## src/rtl/ram_16k_arbiter.sv

```systemverilog
// Two-port arbiter in front of a single-port 16K x 16 RAM, one access per clock.
// RAM_ARB_ROUND_ROBIN_EN selects round-robin with a burst cap; otherwise port 0 has fixed priority.
module ram_16k_arbiter #(
  parameter int unsigned MAX_BURST = 4
) (
  input  logic        clock,
  input  logic        reset_n,
  input  logic        req0,
  input  logic        we0,
  input  logic [13:0] addr0,
  input  logic [15:0] wdata0,
  output logic        gnt0,
  output logic        rvalid0,
  output logic [15:0] rdata0,
  input  logic        req1,
  input  logic        we1,
  input  logic [13:0] addr1,
  input  logic [15:0] wdata1,
  output logic        gnt1,
  output logic        rvalid1,
  output logic [15:0] rdata1,
  output logic [13:0] ram_address,
  output logic [15:0] ram_in,
  output logic        ram_load,
  input  logic [15:0] ram_out
);

  if (MAX_BURST == 0 || MAX_BURST > 15) begin : g_bad_max_burst
    $error("MAX_BURST must be in 1..15");
  end

  logic        w_gnt0;
  logic        w_gnt1;
  logic        r_rvalid0;
  logic        r_rvalid1;
  logic [15:0] r_rdata0;
  logic [15:0] r_rdata1;

`ifdef RAM_ARB_ROUND_ROBIN_EN
  localparam logic [3:0] MaxBurst = 4'(MAX_BURST);

  logic       r_owner;
  logic [3:0] r_burst_cnt;
  logic       w_owner_d;
  logic [3:0] w_burst_cnt_d;
  logic       w_owner_keeps;

  always_comb begin
    w_gnt0        = 1'b0;
    w_gnt1        = 1'b0;
    w_owner_keeps = (r_burst_cnt < MaxBurst);
    if (reset_n) begin
      if (req0 && req1) begin
        // On a tie the owner keeps the RAM until its burst budget is spent.
        w_gnt1 = w_owner_keeps ? r_owner : !r_owner;
        w_gnt0 = !w_gnt1;
      end else begin
        w_gnt0 = req0;
        w_gnt1 = req1;
      end
    end
  end

  always_comb begin
    w_owner_d     = r_owner;
    w_burst_cnt_d = r_burst_cnt;
    if (w_gnt0 || w_gnt1) begin
      if (w_gnt1 == r_owner) begin
        if (r_burst_cnt < MaxBurst) begin
          w_burst_cnt_d = r_burst_cnt + 4'd1;
        end
      end else begin
        w_owner_d     = w_gnt1;
        w_burst_cnt_d = 4'd1;
      end
    end
  end

  always_ff @(posedge clock or negedge reset_n) begin
    if (!reset_n) begin
      r_owner     <= 1'b1;
      r_burst_cnt <= MaxBurst;
    end else begin
      r_owner     <= w_owner_d;
      r_burst_cnt <= w_burst_cnt_d;
    end
  end
`else
  always_comb begin
    w_gnt0 = reset_n & req0;
    w_gnt1 = reset_n & req1 & ~req0;
  end
`endif

  // Idle cycles park the RAM on port 0 inputs with load held low.
  always_comb begin
    ram_address = addr0;
    ram_in      = wdata0;
    ram_load    = w_gnt0 & we0;
    if (w_gnt1) begin
      ram_address = addr1;
      ram_in      = wdata1;
      ram_load    = we1;
    end
  end

  always_ff @(posedge clock or negedge reset_n) begin
    if (!reset_n) begin
      r_rvalid0 <= 1'b0;
      r_rvalid1 <= 1'b0;
      r_rdata0  <= 16'h0000;
      r_rdata1  <= 16'h0000;
    end else begin
      r_rvalid0 <= w_gnt0 & ~we0;
      r_rvalid1 <= w_gnt1 & ~we1;
      if (w_gnt0 && !we0) begin
        r_rdata0 <= ram_out;
      end
      if (w_gnt1 && !we1) begin
        r_rdata1 <= ram_out;
      end
    end
  end

  assign gnt0    = w_gnt0;
  assign gnt1    = w_gnt1;
  assign rvalid0 = r_rvalid0;
  assign rvalid1 = r_rvalid1;
  assign rdata0  = r_rdata0;
  assign rdata1  = r_rdata1;

endmodule

```

## config.mk

```make
export PLATFORM = sky130hd
export DESIGN_NAME = ram_16k_arbiter
export DESIGN_NICKNAME = d
export VERILOG_FILES = /design/src/rtl/ram_16k_arbiter.sv
export SDC_FILE = /design/constraint.sdc
export NUM_CORES = 1
export LEC_CHECK = 0
export ABC_AREA = 1
export ABC_CLOCK_PERIOD_IN_PS = 2680
export BUFFER_PORTS_ARGS = -buffer_cell sky130_fd_sc_hd__buf_4
export CELL_PAD_IN_SITES_DETAIL_PLACEMENT = 0
export CELL_PAD_IN_SITES_GLOBAL_PLACEMENT = 1
export CORE_ASPECT_RATIO = 0.9
export CORE_MARGIN = 4
export CORE_UTILIZATION = 26
export DETAILED_ROUTE_END_ITERATION = 6
export PLACE_DENSITY = 0.94
export RECOVER_POWER = 50
export SETUP_SLACK_MARGIN = 0.15
export SLEW_MARGIN = 20
export SYNTH_ARGS = -nofsm -noshare
export SYNTH_HDL_FRONTEND = slang
export SYNTH_SLANG_ARGS = --single-unit
```

## constraint.sdc

```tcl
create_clock -name clock -period 2.68 [get_ports clock]
set_input_delay 0.804 -clock clock [delete_from_list [all_inputs] [get_ports clock]]
set_output_delay 0.804 -clock clock [all_outputs]
set_load 0.01 [all_outputs]
```

==> results of run 1 <==
==> worst paths after layout <==
path	startpoint	endpoint	slack (ns)	cells after the start
max	reset_n	ram_in[10]	0.19	6
min	rdata1[3]	rdata1[3]	0.48	2
max reg2reg	rdata1[0]	rdata1[0]	2.03	2
min reg2reg	rdata1[3]	rdata1[3]	0.48	2
max in group asynchronous	reset_n	rdata0[3]	1.29	2
min in group asynchronous	reset_n	rdata1[5]	0.86	2
==> cells by family after synthesis <==
group                  synth area share (%)
and+or+nand+nor                        43.6
AOI/OAI and AO/OA                     0.358
DFF                                    48.7
buffers and inverters                  7.31
==> cell type report <==
class | instances | area share, %
repair buffers | 153 | 37.5
clock inverters | 2 | 0.423
inverters | 6 | 0.803
flip-flops and latches | 34 | 28.8
well taps | 90 | 3.81
clock buffers | 6 | 2.79
multi-input cells | 193 | 25.9
==> per-stage QoR <==
stage	cells	hold WS, ns
6_report	484	0.478
4_1_cts	484	0.478
2_1_floorplan	245	0.506
5_1_grt	484	0.507
3_5_place_dp	476	0.461
3_3_place_gp	476	0.457
==> critical path: stages <==
cell and delay (ns):
clkbuf_1 0.18, nand3_1 0.21, buf_12 0.22, nand2_1 0.08, nand2_1 0.05, buf_4 0.13
==> metal layers <==
layer  vias up  global-route usage, %  wire length, um
li1       1036                      -                -
met1       902                   17.2             2370
met2        90                   25.1             3060
met5         -                      0                0
met3        12                   4.74              676
met4         0                   5.12              114
==> state kept, by name, summed over array words and instances, names as in the netlist <==
register  flops
rvalid1       1
rdata0       16
rvalid0       1
rdata1       16
==> Yosys cell counts <==
cell type  number
nand3_1        17
clkinv_1        1
buf_6           5
buf_2           5
inv_2           1
o22ai_1         1
nand2_2         2
nand2_1       171
dfrtp_1        34
nand2_4         1
clkbuf_1        1
inv_6           1
inv_1           3
nor2_4          1
buf_8           1
==> report_power, final <==
group          leakage, nW  internal, W  switching (W)  total, W
combinational         1.27     0.000248       0.000234  0.000482
sequential           0.428     0.000598      0.0000490  0.000647
clock               0.0472     0.000206       0.000187  0.000394
==> impl_metrics.csv, run 1 <==
group,metric,value,unit
clock_tree,cts_made_buffers,5,
die,die-height,85.8,um
placement,gp_congestion,0.689,
placement,dp_hpwl,4.99,mm
logic_synthesis,ys_types,15,
power_and_ir_drop,irDropWorstVdd,0.000408,V
clock_tree,post_cts_resized,0,
clock_tree,cts_tree,"done",
sta,rsz0062_at_grt,"no",
setup_path,arrival,1.69,ns
detailed_routing,drc,0,
sta,setup_tns,0,ns
die,top_level_ports,149,
logic_synthesis,ys_seq_area_share,48.7,%
placement,placed_area,2930,um^2
sta,slew_headroom,43.7,%
detailed_routing,wl,6.23,mm
clock_tree,clk_pin_slew,0.07,ns
sta,hold_viol,0,
outcome,outcome,"completed",
detailed_routing,wire_per_inst,12.9,um
logic_synthesis,synth_area,1750,um^2
layout,final_util,45.2,%
clock_tree,cts_max_level,2,
grt,grt_usage,14.7,%
layout,layout.nets,475,
placement,place_ws,0.234,ns
layout,layout_commonest_cell,"nand2_1",
clock_tree,postCtsSetupBuffers,0,
clock_tree,clockRootBuffer,"clkbuf_8",
clock_tree,cts_sinks,34,
layout,drive_above_1_share,37.8,%
die,rows,28,
sta,tightest_slew,0.844,ns
logic_synthesis,yosysTopAreaCell,"dfrtp_1",
grt,grt_pass1_vias,1925,
worst_hold_path,hold_class,"reg2reg",
grt,overflow,0,
detailed_routing,via_count,2040,
detailed_routing,dr.pass1.iters,4,
logic_synthesis,syn_inst,245,
layout,mostFrequentLayoutCells,"nand2_1, buf_4, dfrtp_1",
die,die_x,94.4,um
detailed_routing,drt_iter0_markers,54,
sta,setup_ws,0.188,ns
grt,grt_pass1_wl,9.45,mm
detailed_routing,antenna_left,0,
logic_synthesis,syn-num-nets,327,
power_and_ir_drop,total_power,0.00152,W
logic_synthesis,ys.warnings.count,0,
clock_tree,clock_latency,0.28,ns
run,cap_violations,0,
layout,area_growth,69.4,%
layout,multi_input_area,766,um^2
setup_path,path_max_fanout,28,
sta,skew,0,ns
layout,fin_area,2960,um^2
layout,n_antenna_cell,0,
grt,antenna_found_initial,0,
logic_synthesis,syn_avg_cell_area,7.13,um^2
clock_tree,cts_hold_buffers,0,
setup_path,crit_path_start_kind,"primary input",
die,initial_core_util,26.7,%
die,core_region_area,6550,um^2
die,die-area,8090,um^2
placement,portBuffers,148,
power_and_ir_drop,leakage,1.74,nW
setup_path,end_kind,"output pin",
logic_synthesis,synth_seq_cells,34,
detailed_routing,viasPerCell,4.21,
sta,finalCritPeriodShare,93.0,%
logic_synthesis,yosys-top-cells-area,"dfrtp_1, nand2_1, nand3_1",
layout,area.sequential,851,um^2
sta,fmax,0.401,GHz
layout,fillers,671,
logic_synthesis,synth_top_area_share,48.7,%
setup_path,cp_data_required_time,1.88,ns
setup_path,crit_type,"in2out",
grt,grt_max_degree,35,
sta,setup_violations,0,
clock_tree,cts.path.max_buffers,2,
power_and_ir_drop,powerDensity,514,nW/um^2
sta,period_needed,2.49,ns
sta,slew_violations,0,
Note: power is estimated with default switching activity, not from simulation.
==> run 2, diff against run 1 <==
--- a/config.mk
+++ b/config.mk
@@ -7,5 +7,5 @@
 export LEC_CHECK = 0
 export ABC_AREA = 1
-export ABC_CLOCK_PERIOD_IN_PS = 2680
+export ABC_CLOCK_PERIOD_IN_PS = 2300
 export BUFFER_PORTS_ARGS = -buffer_cell sky130_fd_sc_hd__buf_4
 export CELL_PAD_IN_SITES_DETAIL_PLACEMENT = 0
@@ -13,7 +13,7 @@
 export CORE_ASPECT_RATIO = 0.9
 export CORE_MARGIN = 4
-export CORE_UTILIZATION = 26
+export CORE_UTILIZATION = 24
 export DETAILED_ROUTE_END_ITERATION = 6
-export PLACE_DENSITY = 0.94
+export PLACE_DENSITY = 0.88
 export RECOVER_POWER = 50
 export SETUP_SLACK_MARGIN = 0.15
==> constraint.sdc (replaced) <==
create_clock -name clock -period 2.3 [get_ports clock]
set_input_delay 0.69 -clock clock [delete_from_list [all_inputs] [get_ports clock]]
set_output_delay 0.69 -clock clock [all_outputs]
set_load 0.02 [all_outputs]
==> impl_metrics.csv, run 2 (synthesis gave the netlist of run 1 again) <==
group,metric,value,unit
sta,hold_slack,0.344,ns
sta,slew_headroom,50.6,%
run,cap_violations,0,
grt,antenna_found_initial,0,
grt,grt_pass1_wl,10.4,mm
sta,slew_violations,0,
sta,rsz0062_at_grt,"yes",
sta,period_needed,2.15,ns
layout,n_antenna_cell,0,
clock_tree,cts_made_buffers,5,
layout,final_util,49.4,%
power_and_ir_drop,p_clk_share,21.1,%
sta,fmax,0.464,GHz
clock_tree,clk_pin_slew,0.07,ns
setup_path,cp_data_required_time,1.61,ns
grt,met3_usage,3.20,%
layout,layout.nets,485,
power_and_ir_drop,irDropWorstVdd,0.000361,V
layout,layout_commonest_cell,"nand2_1",
power_and_ir_drop,internal_power,0.00125,W
detailed_routing,antenna_left,0,
detailed_routing,drt_iter0_markers,63,
die,core_region_area,7080,um^2
sta,setup_violations,0,
setup_path,arrival,1.46,ns
layout,area_growth,100,%
clock_tree,clock_latency,0.28,ns
layout,drive_above_1_share,53.1,%
clock_tree,cts_max_level,2,
placement,gp_congestion,0.886,
outcome,outcome,"completed",
clock_tree,cts.path.max_buffers,2,
grt,grt.busiest_layer,"met2",
power_and_ir_drop,power.share.switching,35.7,%
grt,grt_usage,14.8,%
sta,hold_viol,0,
power_and_ir_drop,powerDensity,556,nW/um^2
power_and_ir_drop,seq_power_share,38.7,%
clock_tree,clockRootBuffer,"clkbuf_8",
setup_path,crit_type,"in2out",
die,die-area,8710,um^2
grt,met1_usage,17.5,%
sta,tightest_slew,0.739,ns
layout,mostFrequentLayoutCells,"nand2_1, buf_4, buf_6, dfrtp_1, nand2_2",
clock_tree,cts_tree,"done",
clock_tree,cts_sinks,34,
placement,dp_hpwl,4.93,mm
placement,portBuffers,148,
grt,grt_pass1_vias,2058,
sta,finalCritPeriodShare,93.6,%
worst_hold_path,hold_class,"in2async",
grt,grt_max_degree,32,
detailed_routing,drc,0,
layout,fin_area,3500,um^2
sta,skew,0,ns
placement,placed_area,2970,um^2
sta,setup_tns,0,ns
die,initial_core_util,24.7,%
setup_path,end_kind,"output pin",
die,die_x,97.9,um
detailed_routing,via_count,2161,
die,top_level_ports,149,
power_and_ir_drop,power_frac_comb,40.2,%
detailed_routing,dr.pass1.iters,4,
power_and_ir_drop,leakage,2.04,nW
setup_path,path_max_fanout,8,
power_and_ir_drop,p_switching,0.000694,W
grt,met2_usage,26.8,%
die,die-height,88.9,um
detailed_routing,wire_per_inst,14.6,um
detailed_routing,wl,7.22,mm
layout,fillers,693,
grt,overflow,0,
setup_path,crit_path_start_kind,"primary input",
die,rows,29,
detailed_routing,viasPerCell,4.36,
-- run 2: cell count changes in the layout (fill, tap and decap cells not counted), sizes merged --
cell      delta
buf          +6
clkbuf       +4
clkinvlp     -1
-- run 2: cell type report --
class | count | area (um^2) | area share (%)
clock buffer | 6 | 72.6 | 2.07
clock inverter | 1 | 7.51 | 0.215
inverter | 6 | 27.5 | 0.787
multi-input combinational | 193 | 1050 | 29.9
sequential | 34 | 851 | 24.3
tap | 93 | 116 | 3.33
timing repair buffer | 163 | 1380 | 39.3
-- run 2: routing by layer --
layer / vias up / share of wire [%] / routed length [um]
li1: 1059 / - / -
met1: 998 / 39 / 2830
met2: 92 / 52 / 3740
met3: 12 / 7.3 / 527
met4: 0 / 1.8 / 127
met5: - / 0 / 0
-- run 2: metrics by stage --
stage | total power [W] | cells | setup WS, ns
floorplan | 0.00109 | 245 | 0.255
global placement | 0.00148 | 482 | 0.0956
detailed placement | 0.00149 | 482 | 0.0858
CTS | 0.00195 | 493 | 0.124
global route | 0.00205 | 496 | 0.0993
finish | 0.00195 | 496 | 0.146
-- run 2: what timing repair did --
action | 4_1_cts | 5_1_grt
hold buffers | 0 | 0
gates resized for setup | 50 | 75
endpoints found under the setup margin | 28 | 31
pin swaps | 12 | 31
gates cloned | 2 | 1
buffers inserted | 2 | 2
-- run 2: worst max-delay path: stages --
cell	delay, ns
buf_12	0.09
nand2_4	0.04
nor2_4	0.10
buf_6	0.14
buf_12	0.16
nand2_2	0.06
nand2_2	0.06
buf_6	0.11
-- run 2: power groups by stage --
stage               logic, W  clock network [W]  registers (W)
global placement    0.000719                  0       0.000763
CTS                 0.000773           0.000422       0.000756
finish              0.000782           0.000411       0.000753
global route        0.000841           0.000445       0.000768
detailed placement  0.000727                  0       0.000764
floorplan           0.000208                  0       0.000881
-- run 2: final timing paths --
kind | slack [ns] | end | start | cells past startpoint
setup / recovery | 0.15 | ram_in[13] | reset_n | 8
hold / removal | 0.34 | rdata1[13] | reset_n | 2
setup reg to reg | 1.65 | rdata0[12] | rdata0[12] | 2
hold reg to reg | 0.47 | rdata1[14] | rdata1[14] | 2
max in group asynchronous | 1.05 | rdata1[14] | reset_n | 4
min in group clock | 0.47 | rdata1[14] | rdata1[14] | 2
==> run 3, diff against run 2 <==
- ABC_AREA: 1 -> not set
- ABC_CLOCK_PERIOD_IN_PS: 2300 -> not set
- CORE_UTILIZATION: 24 -> 27
==> impl_metrics.csv, run 3 <==
group,metric,value,unit
setup_path,crit_type,"in2out",
setup_path,cp_data_required_time,1.61,ns
sta,skew,0,ns
sta,slew_headroom,29.9,%
die,initial_core_util,27.8,%
logic_synthesis,ys.flop_type,"dfrtp_1",
layout,layout.nets,353,
grt,grt_max_degree,39,
logic_synthesis,synth_top_area_share,50.1,%
placement,portBuffers,148,
layout,n_antenna_cell,0,
detailed_routing,wire_per_inst,16.3,um
power_and_ir_drop,leakage,1.60,nW
logic_synthesis,yosys-top-cells-area,"dfrtp_1, mux2_2, mux2_4",
placement,place_ws,-0.0737,ns
clock_tree,cts_hold_buffers,0,
sta,slew_violations,0,
logic_synthesis,synthMuxAreaShare,43.1,%
die,rows,27,
layout,mostFrequentLayoutCells,"buf_4, mux2_2, dfrtp_1",
layout,drive_above_1_share,78.2,%
placement,gp_congestion,0.823,
logic_synthesis,synth_common_cells,"mux2_2, dfrtp_1, mux2_4",
sta,rsz0062_at_grt,"yes",
grt,grt_pass1_vias,1643,
die,top_level_ports,149,
setup_path,crit_path_top_delay_cell,"mux2_2",
logic_synthesis,synth_area,1700,um^2
logic_synthesis,syn_avg_cell_area,15.3,um^2
logic_synthesis,synth-edff-count,0,
logic_synthesis,syn_inst,111,
layout,multi_input_area,823,um^2
setup_path,worstPathCellList,"buf_4, nand3b_1, buf_6, clkbuf_16, mux2_2, buf_6",
sta,fmax,0.423,GHz
logic_synthesis,syn-num-nets,193,
detailed_routing,antenna_left,0,
logic_synthesis,async_reset_ff_share,100,%
detailed_routing,dr.pass1.iters,2,
power_and_ir_drop,total_power,0.00212,W
sta,period_needed,2.37,ns
logic_synthesis,synth-simple-area-share,2.95,%
logic_synthesis,synth_most_common_cell,"mux2_2",
die,core_region_area,6110,um^2
sta,tightest_slew,1.05,ns
outcome,outcome,"complete, but fails checks",
setup_path,arrival,1.68,ns
die,die-height,83.3,um
detailed_routing,drc,0,
grt,antenna_found_initial,0,
sta,finalCritPeriodShare,103,%
setup_path,path_max_fanout,8,
logic_synthesis,synth_seq_cells,34,
clock_tree,cts_max_level,2,
logic_synthesis,ys_types,13,
clock_tree,cts_made_buffers,5,
logic_synthesis,synthAdderAreaFrac,0,%
layout,area.sequential,851,um^2
run,cap_violations,0,
logic_synthesis,synth_top_family_by_area,"multiplexers",
grt,grt_pass1_wl,8.73,mm
outcome,violations,"setup timing",
detailed_routing,drt_iter0_markers,23,
grt,grt_usage,14.5,%
clock_tree,cts_sinks,34,
sta,hold_slack,0.417,ns
layout,fillers,564,
setup_path,crit_top_cell,"buf_6",
sta,setup_ws,-0.0655,ns
sta,setup_violations,30,
die,die_x,91.6,um
detailed_routing,via_count,1529,
setup_path,cpPeakStageDelay,0.35,ns
sta,hold_viol,0,
setup_path,crit_path_start_kind,"primary input",
die,die-area,7630,um^2
logic_synthesis,yosysTopAreaCell,"dfrtp_1",
layout,final_util,52.1,%
setup_path,end_kind,"output pin",
clock_tree,clockRootBuffer,"clkbuf_8",
logic_synthesis,ys.warnings.count,0,
detailed_routing,wl,5.83,mm
layout,layout_commonest_cell,"buf_4",
clock_tree,clock_latency,0.28,ns
placement,dp_hpwl,4.46,mm
clock_tree,cts_tree,"done",
worst_hold_path,hold_class,"in2async",
logic_synthesis,synth_xor_area_share,0,%
logic_synthesis,synth_compound_area_share,0.442,%
logic_synthesis,ys_seq_area_share,50.1,%
clock_tree,clk_pin_slew,0.07,ns
layout,area_growth,87.4,%
power_and_ir_drop,powerDensity,665,nW/um^2
sta,setup_tns,-1.52,ns
grt,overflow,0,
power_and_ir_drop,irDropWorstVdd,0.000480,V
clock_tree,cts.path.max_buffers,2,
detailed_routing,viasPerCell,4.27,
==> run 3: cell count changes in the layout (fill, tap and decap cells not counted), sizes merged, moves of 3 or more <==
cell and change:
nand2 -173, mux2 +62, nand3 -17, buf -3, nand3b +3
==> run 3: critical path, delay by kind of cell <==
family | cells | cell delay [ns]
simple gates | 1 | 0.09
buf+inv | 4 | 0.56
mux | 1 | 0.35
==> run 3: per-stage QoR <==
stage / cell area, um^2 / instances
finish: 3180 / 358
global route: 3180 / 358
CTS: 3060 / 354
detailed placement: 2950 / 347
global placement: 2950 / 347
floorplan: 1700 / 111
==> run 3: path summary, 6_finish.rpt <==
path | slack (ns) | cells past startpoint | from | end
worst max-delay path | -0.07 | 6 | reset_n | ram_in[4]
worst min-delay path | 0.42 | 2 | reset_n | rdata1[5]
worst max register to register | 1.52 | 1 | rdata0[6] | rdata0[6]
worst min register to register | 0.51 | 1 | rdata0[4] | rdata0[4]
max in group asynchronous | 1.64 | 2 | reset_n | rdata0[1]
min in group clock | 0.51 | 1 | rdata0[4] | rdata0[4]
==> run 3: per-layer routing <==
layer	wire, um	GRT usage, %	part of all wire [%]
met5	0	0	0
met4	45	3.01	0.77
met3	391	5.89	6.7
met2	3200	26.2	55
met1	2190	15.9	38
==> run 3: final cells by class <==
cell class / instances / area share (%)
timing repair buffer: 159 / 40.2
sequential: 34 / 26.7
multi-input combinational: 69 / 25.9
tap: 87 / 3.42
clock buffer: 6 / 2.59
clock inverter: 1 / 0.943
inverter: 2 / 0.236
==> run 3: repair_timing <==
item                       4_1_cts  5_1_grt
gates resized for setup          0       37
setup endpoints to repair       32       32
buffers inserted                 0        1
pin swaps                        0        1
cloned                           0        3
==> run 3: cells by family after synthesis <==
family,after synthesis
AND/OR/NAND/NOR,6
flip-flops,34
buffers and inverters,8
multiplexers,62
AO/OA/AOI/OAI,1
==> run 3: power by group <==
group	leakage (nW)	total (W)	internal, W	switching (W)
Combinational	1.13	0.000792	0.000421	0.000372
Clock	0.0573	0.000549	0.000346	0.000202
Sequential	0.408	0.000778	0.000715	0.0000630
Total	1.60	0.00212	0.00148	0.000637
